$ cat config.mk
export PLATFORM = sky130hd
export DESIGN_NAME = alu_issue
export DESIGN_NICKNAME = d
export VERILOG_FILES = /design/src/rtl/alu_issue.sv
export SDC_FILE = /design/constraint.sdc
export NUM_CORES = 1
export LEC_CHECK = 0
export ABC_AREA = 1
export BUFFER_PORTS_ARGS = -buffer_cell sky130_fd_sc_hd__clkbuf_2
export CAP_MARGIN = 20
export CORE_UTILIZATION = 48
export DETAILED_ROUTE_END_ITERATION = 7
export MAX_ROUTING_LAYER = met4
export PLACE_DENSITY = 0.87
export SYNTH_ARGS = -nofsm -noshare
export SYNTH_HDL_FRONTEND = slang
export SYNTH_SLANG_ARGS = --single-unit
$ cat constraint.sdc
create_clock -name clk -period 1.6 [get_ports clk]
set_input_delay 0.08 -clock clk [delete_from_list [all_inputs] [get_ports clk]]
set_output_delay 0.08 -clock clk [all_outputs]
set_load 0.01 [all_outputs]
$ cat src/rtl/alu_issue.sv
// rtl/alu_issue.sv - issue/control FSM driving the datapath ALU and register file.
// Optional MEM timeout with mem_err output: define ALU_ISSUE_MEM_TIMEOUT_EN.
module alu_issue #(
  parameter int DW = 8
) (
  input  logic          clk,
  input  logic          reset,
  input  logic [8:0]    inst,
  input  logic          inst_valid,
  output logic          inst_ready,
  output logic [1:0]    rf_ra_a,
  output logic [1:0]    rf_ra_b,
  input  logic [DW-1:0] rf_rd_a,
  input  logic [DW-1:0] rf_rd_b,
  output logic          rf_we,
  output logic [1:0]    rf_wa,
  output logic [DW-1:0] rf_wd,
  output logic [2:0]    alu_cmd,
  output logic [1:0]    alu_typeselect,
  output logic [3:0]    alu_immed,
  output logic [DW-1:0] alu_a,
  output logic [DW-1:0] alu_b,
  output logic          alu_sc_i,
  input  logic [DW-1:0] alu_rslt,
  input  logic          alu_sc_o,
  input  logic          alu_pari,
  input  logic          alu_zero,
  output logic          mem_req,
  output logic [5:0]    mem_sel,
  input  logic          mem_done,
  output logic          carry_flag,
  output logic          zero_flag,
  output logic          parity_flag,
`ifdef ALU_ISSUE_MEM_TIMEOUT_EN
  output logic          mem_err,
`endif
  output logic          busy
);

  typedef enum logic [2:0] {
    S_IDLE,
    S_READ,
    S_EXEC,
    S_WB,
    S_MEM
  } state_t;

  state_t     state, state_n;
  logic [8:0] inst_q;
  logic       mem_timeout;
`ifdef ALU_ISSUE_MEM_TIMEOUT_EN
  logic [3:0] tmo_cnt;
`endif

  assign inst_ready = (state == S_IDLE);
  assign busy       = (state != S_IDLE);
  assign alu_sc_i   = carry_flag;

  always_ff @(posedge clk) begin
    if (!reset) state <= S_IDLE;
    else        state <= state_n;
  end

  always_comb begin
    state_n     = state;
    mem_timeout = 1'b0;
    case (state)
      S_IDLE: if (inst_valid) state_n = S_READ;
      S_READ: state_n = (inst_q[8:6] == 3'b010) ? S_MEM : S_EXEC;
      S_EXEC: state_n = S_WB;
      S_WB:   state_n = S_IDLE;
      S_MEM: begin
        if (mem_done) begin
          state_n = S_IDLE;
`ifdef ALU_ISSUE_MEM_TIMEOUT_EN
        end else if (tmo_cnt == 4'hF) begin
          state_n     = S_IDLE;
          mem_timeout = 1'b1;
`endif
        end
      end
      default: state_n = S_IDLE;
    endcase
  end

  // Every control output is loaded on entry to its owning state and cleared otherwise.
  always_ff @(posedge clk) begin
    if (!reset) begin
      inst_q         <= '0;
      rf_ra_a        <= '0;
      rf_ra_b        <= '0;
      rf_we          <= 1'b0;
      rf_wa          <= '0;
      rf_wd          <= '0;
      alu_cmd        <= '0;
      alu_typeselect <= '0;
      alu_immed      <= '0;
      alu_a          <= '0;
      alu_b          <= '0;
      mem_req        <= 1'b0;
      mem_sel        <= '0;
      carry_flag     <= 1'b0;
      zero_flag      <= 1'b0;
      parity_flag    <= 1'b0;
    end else begin
      if (state == S_IDLE && inst_valid) inst_q <= inst;

      rf_ra_a <= (state_n == S_READ) ? inst[5:4] : 2'b00;
      rf_ra_b <= (state_n == S_READ) ? inst[3:2] : 2'b00;

      alu_cmd        <= (state_n == S_EXEC) ? inst_q[8:6] : 3'b000;
      alu_typeselect <= (state_n == S_EXEC) ? inst_q[1:0] : 2'b00;
      alu_immed      <= (state_n == S_EXEC) ? inst_q[3:0] : 4'h0;
      alu_a          <= (state_n == S_EXEC) ? rf_rd_a : '0;
      alu_b          <= (state_n == S_EXEC) ? rf_rd_b : '0;

      rf_we <= (state_n == S_WB);
      rf_wa <= (state_n == S_WB) ? inst_q[5:4] : 2'b00;
      rf_wd <= (state == S_EXEC) ? alu_rslt : '0;

      mem_req <= (state_n == S_MEM);
      mem_sel <= (state_n == S_MEM) ? inst_q[5:0] : 6'h00;

      if (state == S_EXEC) begin
        zero_flag   <= alu_zero;
        parity_flag <= alu_pari;
        // Only subtract and shift produce an architectural carry.
        if (inst_q[8:6] == 3'b001 || inst_q[8:6] == 3'b110) carry_flag <= alu_sc_o;
      end
    end
  end

`ifdef ALU_ISSUE_MEM_TIMEOUT_EN
  always_ff @(posedge clk) begin
    if (!reset) begin
      tmo_cnt <= '0;
      mem_err <= 1'b0;
    end else begin
      tmo_cnt <= (state == S_MEM) ? tmo_cnt + 4'd1 : 4'd0;
      mem_err <= mem_timeout;
    end
  end
`endif

endmodule

==> results of run 1 <==
[layer usage]
layer	global-route usage [%]	wire length [um]	part of all wire, %
met1	21.9	1740	39
met2	42.6	2310	51
met3	11.8	404	9.0
met4	8.15	42	0.93
met5	-	0	0
[timing repair]
action / CTS / global route
hold buffers: 35 / 0
gates resized for setup: 0 / 0
hold endpoints to repair: 39 / 0
[worst reg2reg max path, cell delays in order, from the launching register on]
cell     delay [ns]
dfxtp_1        0.34
nor2_1         0.22
nand3_2        0.25
inv_2          0.23
nand2_1        0.13
nor2_1         0.11
[state kept, by name (all words and copies together) (netlist names)]
| name | flops |
|---|---|
| rf_ra_b | 2 |
| alu_sc_i | 1 |
| mem_req | 1 |
| rf_we | 1 |
| rf_ra_a | 2 |
| parity_flag | 1 |
| alu_b | 8 |
| alu_a | 8 |
| alu_immed | 3 |
| state | 3 |
| rf_wd | 8 |
| mem_sel | 6 |
| inst_q | 9 |
| alu_typeselect | 1 |
| rf_wa | 2 |
| zero_flag | 1 |
| alu_cmd | 3 |
[through the flow]
stage	hold WS (ns)	utilization (%)	cell area, sq um	instances	total power [mW]
after CTS	0.0806	78.6	2940	402	3.57
after global routing	0.101	78.6	2940	402	3.71
after global placement	0.276	63.0	2360	351	1.91
after detailed placement	0.281	63.0	2360	351	1.93
final	0.0888	78.6	2940	402	3.56
after floorplan	0.192	-	1910	220	1.81
[cell families after synthesis]
| kind of cell | synth area share, % |
|---|---|
| simple gates | 20.1 |
| buf+inv | 13.4 |
| flops | 62.8 |
| compound gates | 3.67 |
[power breakdown]
part | leakage (nW) | total [mW] | internal [mW] | switching (mW)
clock network | 0.117 | 1.59 | 1.03 | 0.562
logic | 0.959 | 0.375 | 0.172 | 0.203
registers | 0.487 | 1.59 | 1.56 | 0.0307
total | 1.56 | 3.56 | 2.76 | 0.796
[cells in the final DEF (no fill, tap or decap)]
cell / synthesis / routed
a21oi_1: 12 / 12
bufinv_16: 0 / 3
clkbuf_1: 1 / 2
clkbuf_2: 0 / 92
clkbuf_8: 0 / 9
clkinv_2: 0 / 2
dfxtp_1: 60 / 60
dlygate4sd3_1: 0 / 35
inv_1: 48 / 48
inv_2: 1 / 1
nand2_1: 29 / 29
nand2_2: 1 / 1
nand3_1: 3 / 3
nand3_2: 1 / 1
nand3_4: 1 / 1
nand4_1: 1 / 1
nor2_1: 48 / 48
nor2_2: 2 / 2
nor2_4: 1 / 1
nor3_4: 1 / 1
o21ai_0: 2 / 2
[how the worst min path moves through the flow]
stage           startpoint  cells past startpoint        to
5_1_grt           alu_sc_o                      5  alu_sc_i
3_3_place_gp   alu_rslt[0]                      3  rf_wd[0]
3_5_place_dp   alu_rslt[4]                      3  rf_wd[4]
2_1_floorplan  alu_rslt[7]                      2  rf_wd[7]
4_1_cts           alu_sc_o                      5  alu_sc_i
6_report          alu_sc_o                      5  alu_sc_i
[final cells by class]
cell class | instances | area [sq um]
Sequential cell | 60 | 1200
Timing Repair Buffer | 127 | 811
Fill cell | 254 | 802
Multi-Input combinational cell | 102 | 454
Inverter | 49 | 184
Clock buffer | 11 | 131
Clock inverter | 5 | 100
Tap cell | 48 | 60.1
==> impl_metrics.tcl, run 1 <==
set metrics [dict create \
    maxSlewHeadroom_pct 75.4 \
    critPathLaunchType "flip-flop" \
    min_path_type "input pin to flip-flop" \
    startpoint "state[0]" \
    synthesis.area_sq_um 1910 \
    synth_top_area_share_pct 62.8 \
    start_util_pct 51.1 \
    insertion_delay_ns 0.34 \
    finalSetupViolCount 0 \
    path_common_cell "nor2_1" \
    status "complete, no violations" \
    rr_startpoint "state[0]" \
    clock_path_buffers 2 \
    endpoint "rf_ra_a[0]" \
    max_stage_delay_ns 0.34 \
    crit_arrival_ns 1.62 \
    nets 389 \
    synthTopCellsByCount "dfxtp_1, inv_1, nor2_1" \
    path_depth 5 \
    antenna_cells 0 \
    grt_util_all_layers_pct 23.8 \
    ios 93 \
    cts.sinks 60 \
    drt-initial-drc-count 78 \
    synth.avg_cell_area_sq_um 8.69 \
    wl_mm 4.50 \
    die-height_um 65.1 \
    portBuffers 92 \
    final.setup.worst_slack_ns 0.253 \
    dieArea_sq_um 4240 \
    syn-num-nets 260 \
    cts_tree "done" \
    htreeDepth 3 \
    rr_worst_depth 5 \
    ir_drop_mv 1.20 \
    max_freq_mhz 742 \
    drtAntennaViolNets 0 \
    timing.rr.end "rf_ra_a[0]" \
    fin_crit_sh_pct 84.2 \
    async_flop_share_pct 0 \
    drv_cap 0 \
    grt_antenna_before_repair 0 \
    synthTopCellsByArea "dfxtp_1, inv_1, nor2_1" \
    cp-end-kind "flip-flop" \
    vias 1729 \
    pre_cts_slack_ns 0.297 \
    synth_flop_cell "dfxtp_1" \
    dpl.hpwl_mm 2.68 \
    grt_pass1_wl_mm 7.07 \
    yosys_register_bits 60 \
    critPathBufInv 1 \
    grt_max_degree 23 \
    reg2reg_setup_slack_ns 0.25 \
    hold_viol 0 \
    syn_inst 220 \
    yosys_warnings 0 \
    rows 22 \
    clkSlewWorstSetupHoldPaths_ns 0.06 \
    synth.most_common_cell "dfxtp_1" \
    vias_per_cell 4.30 \
    firstDrtPassIters 4 \
    worstPathRequired_ns 1.87 \
    crit_path_max_fanout 11 \
    core_area_sq_um 3740 \
    clockRootBuffer "clkbuf_8" \
    grt_pass1_vias 1715 \
    synth-edff-count 0 \
    cts_buffers 9 \
    slew_violations 0 \
    area_delta_synth_final_pct 53.9 \
    gr-total-overflow 0 \
    ys_seq_area_share_pct 62.8 \
    rsz0062_at_grt "false" \
    period_needed_ns 1.35 \
    p_leak_nw 1.56 \
    postCtsSetupBuffers 0 \
    wl_per_cell_um 11.2 \
    cpLargestDelayFamily "simple AND/OR/NAND/NOR gates" \
    gp_congestion 0.815 \
    synth.largest_area_cell "dfxtp_1" \
    fin_skew_ns 0.00531 \
    worstMarginPinSlew_ns 0.367 \
    drive_above_1_share_pct 32.2 \
    critPathSlowestCell "dfxtp_1" \
    tns_ns 0 \
    die-width_um 65.1 \
    crit_chain "nor2_1, nand3_2, inv_2, nand2_1, nor2_1" \
    synth.distinct_cells 19 \
    drc 0 \
    crit_type "flip-flop to flip-flop" \
    power_density_nw_per_um2 1210 \
]
Note: power is estimated with default switching activity, not from simulation.
==> run 2, diff against run 1 <==
ABC_AREA = 0   (was 1)
CORE_UTILIZATION = 45   (was 48)
PLACE_DENSITY = 0.82   (was 0.87)
clock period = 1.4 ns   (was 1.6 ns; I/O delays follow)
==> impl_metrics.tcl, run 2 <==
set metrics [dict create \
    grt_max_degree 17 \
    final_cell_mix "clkbuf_2, dfxtp_1, and2_1, dlygate4sd3_1, nand2_1" \
    largest_reg_flops 9 \
    synth.distinct_cells 26 \
    core_area_sq_um 4090 \
    grt_pass1_wl_mm 6.94 \
    p_seq_share_pct 47.4 \
    clkSlewWorstSetupHoldPaths_ns 0.06 \
    final.setup.worst_slack_ns 0.000304 \
    maxSlewHeadroom_pct 77.0 \
    ir_drop_mv 0.777 \
    syn-num-nets 213 \
    crit_path_max_fanout 9 \
    worstPathRequired_ns 1.33 \
    critPathLaunchType "flip-flop" \
    power_frac_comb_pct 12.4 \
    die-height_um 68.1 \
    p_int_mw 2.95 \
    rows 23 \
    place_area_sq_um 2500 \
    cts_tree "done" \
    multi_input_area_sq_um 721 \
    slew_violations 0 \
    grt_pass1_vias 1547 \
    syn_inst 173 \
    dieArea_sq_um 4640 \
    vias 1701 \
    drv_cap 0 \
    synthTopCellsByCount "dfxtp_1, and2_1, nand2_1" \
    worstMarginPinSlew_ns 0.343 \
    vias_per_cell 4.54 \
    synth_flop_cell "dfxtp_1" \
    synth.largest_area_cell "dfxtp_1" \
    p_clk_share_pct 40.2 \
    portBuffers 92 \
    nets 360 \
    drc 0 \
    antenna_cells 0 \
    drt-initial-drc-count 44 \
    async_flop_share_pct 0 \
    synth.avg_cell_area_sq_um 11.4 \
    clockRootBuffer "clkbuf_8" \
    final_cells 375 \
    ios 93 \
    finish.utilization_pct 77.7 \
    clock_path_buffers 2 \
    synth_top_area_share_pct 61.0 \
    p_leak_nw 1.53 \
    p_sw_share_pct 22.2 \
    fin_crit_sh_pct 100 \
    area_delta_synth_final_pct 61.4 \
    cts_buffers 9 \
    die-width_um 68.1 \
    synth.most_common_cell "dfxtp_1" \
    drive_above_1_share_pct 44.0 \
    p_total_mw 3.79 \
    max_freq_mhz 714 \
    crit_arrival_ns 1.33 \
    min_path_type "input pin to flip-flop" \
    regMostFlops "inst_q" \
    rsz0062_at_grt "true" \
    p_sw_uw 842 \
    nFillCells 260 \
    wl_mm 4.83 \
    synthTopCellsByArea "dfxtp_1, and2_1, nand2_1" \
    crit_type "flip-flop to output pin" \
    dpl.hpwl_mm 2.77 \
    insertion_delay_ns 0.32 \
    gp_congestion 0.782 \
    tns_ns 0 \
    pre_cts_slack_ns -0.146 \
    fin_skew_ns 0.00245 \
    yosys_warnings 0 \
    period_needed_ns 1.40 \
    htreeDepth 3 \
    cp-end-kind "output pin" \
    hold_viol 0 \
    finalSetupViolCount 0 \
    power_density_nw_per_um2 1190 \
    status "complete, no violations" \
    gr-total-overflow 0 \
    synth-edff-count 0 \
    wl_per_cell_um 12.9 \
    cts.sinks 60 \
    hold_ws_ns 0.0280 \
    synthesis.area_sq_um 1970 \
    firstDrtPassIters 4 \
    grt_util_all_layers_pct 22.6 \
    final_cell_area_sq_um 3180 \
    drtAntennaViolNets 0 \
    yosys_register_bits 60 \
    layout_commonest_cell "clkbuf_2" \
    place_inst 315 \
    ys_seq_area_share_pct 61.0 \
    start_util_pct 48.2 \
    regArea_sq_um 1210 \
    grt_antenna_before_repair 0 \
]
## run 2: cell count changes after synthesis, sizes merged, moves of 5 or more
cell    delta
nand3      -5
and2      +37
a21oi     -11
inv       -47
nor3b     +10
nor2      -48
a21boi     +9
nand2     -10
## run 2: worst max-delay path: stages (launching register included)
cell,delay [ns]
dfxtp_4,0.34
buf_6,0.13
or3_4,0.37
inv_1,0.06
buf_2,0.12
## run 2: layer usage
metal | vias to the layer above | global-route usage, % | share of wire, %
met5 | - | - | 0
met4 | 0 | 14.6 | 3.2
met3 | 12 | 5.50 | 5.0
met2 | 66 | 40.2 | 53
met1 | 770 | 21.6 | 39
li1 | 853 | - | -
## run 2: timing repair
action / in CTS / in global routing
setup endpoints to repair: 25 / 27
resized for setup: 6 / 9
endpoints found under the hold margin: 38 / 0
buffers inserted: 0 / 9
hold buffers: 34 / 0
pin swaps: 1 / 3
cloned: 1 / 0
## run 2: worst paths after layout
path | start | endpoint | slack [ns] | depth (start not counted)
worst max register to register | inst_q[6] | mem_sel[5] | 0.05 | 5
worst min-delay path | inst_valid | state[0] | 0.03 | 2
worst max-delay path | state[0] | inst_ready | 0.0003 | 4
worst min register to register | inst_q[4] | inst_q[4] | 0.46 | 2
## run 2: cell type report
| cell class | count | share of cell area (%) |
|---|---|---|
| multi-input cells | 100 | 22.7 |
| well taps | 50 | 1.97 |
| clock buffers | 12 | 4.88 |
| clock inverters | 4 | 1.50 |
| inverters | 2 | 0.236 |
| flip-flops and latches | 60 | 38.1 |
| repair buffers | 147 | 30.6 |
## run 2: power groups by stage
stage | clock [mW] | sequential, mW | combinational, mW
global placement | 0 | 1.83 | 0.329
detailed placement | 0 | 1.83 | 0.334
floorplan | 0 | 1.85 | 0.169
global route | 1.64 | 1.80 | 0.509
CTS | 1.56 | 1.80 | 0.423
finish | 1.53 | 1.80 | 0.470
## run 2: cell families after synthesis
kind of cell / Yosys count / synth area share (%)
simple gates: 83 / 28.3
flops: 60 / 61.0
buf+inv: 14 / 4.39
compound gates: 13 / 4.77
mux: 3 / 1.53
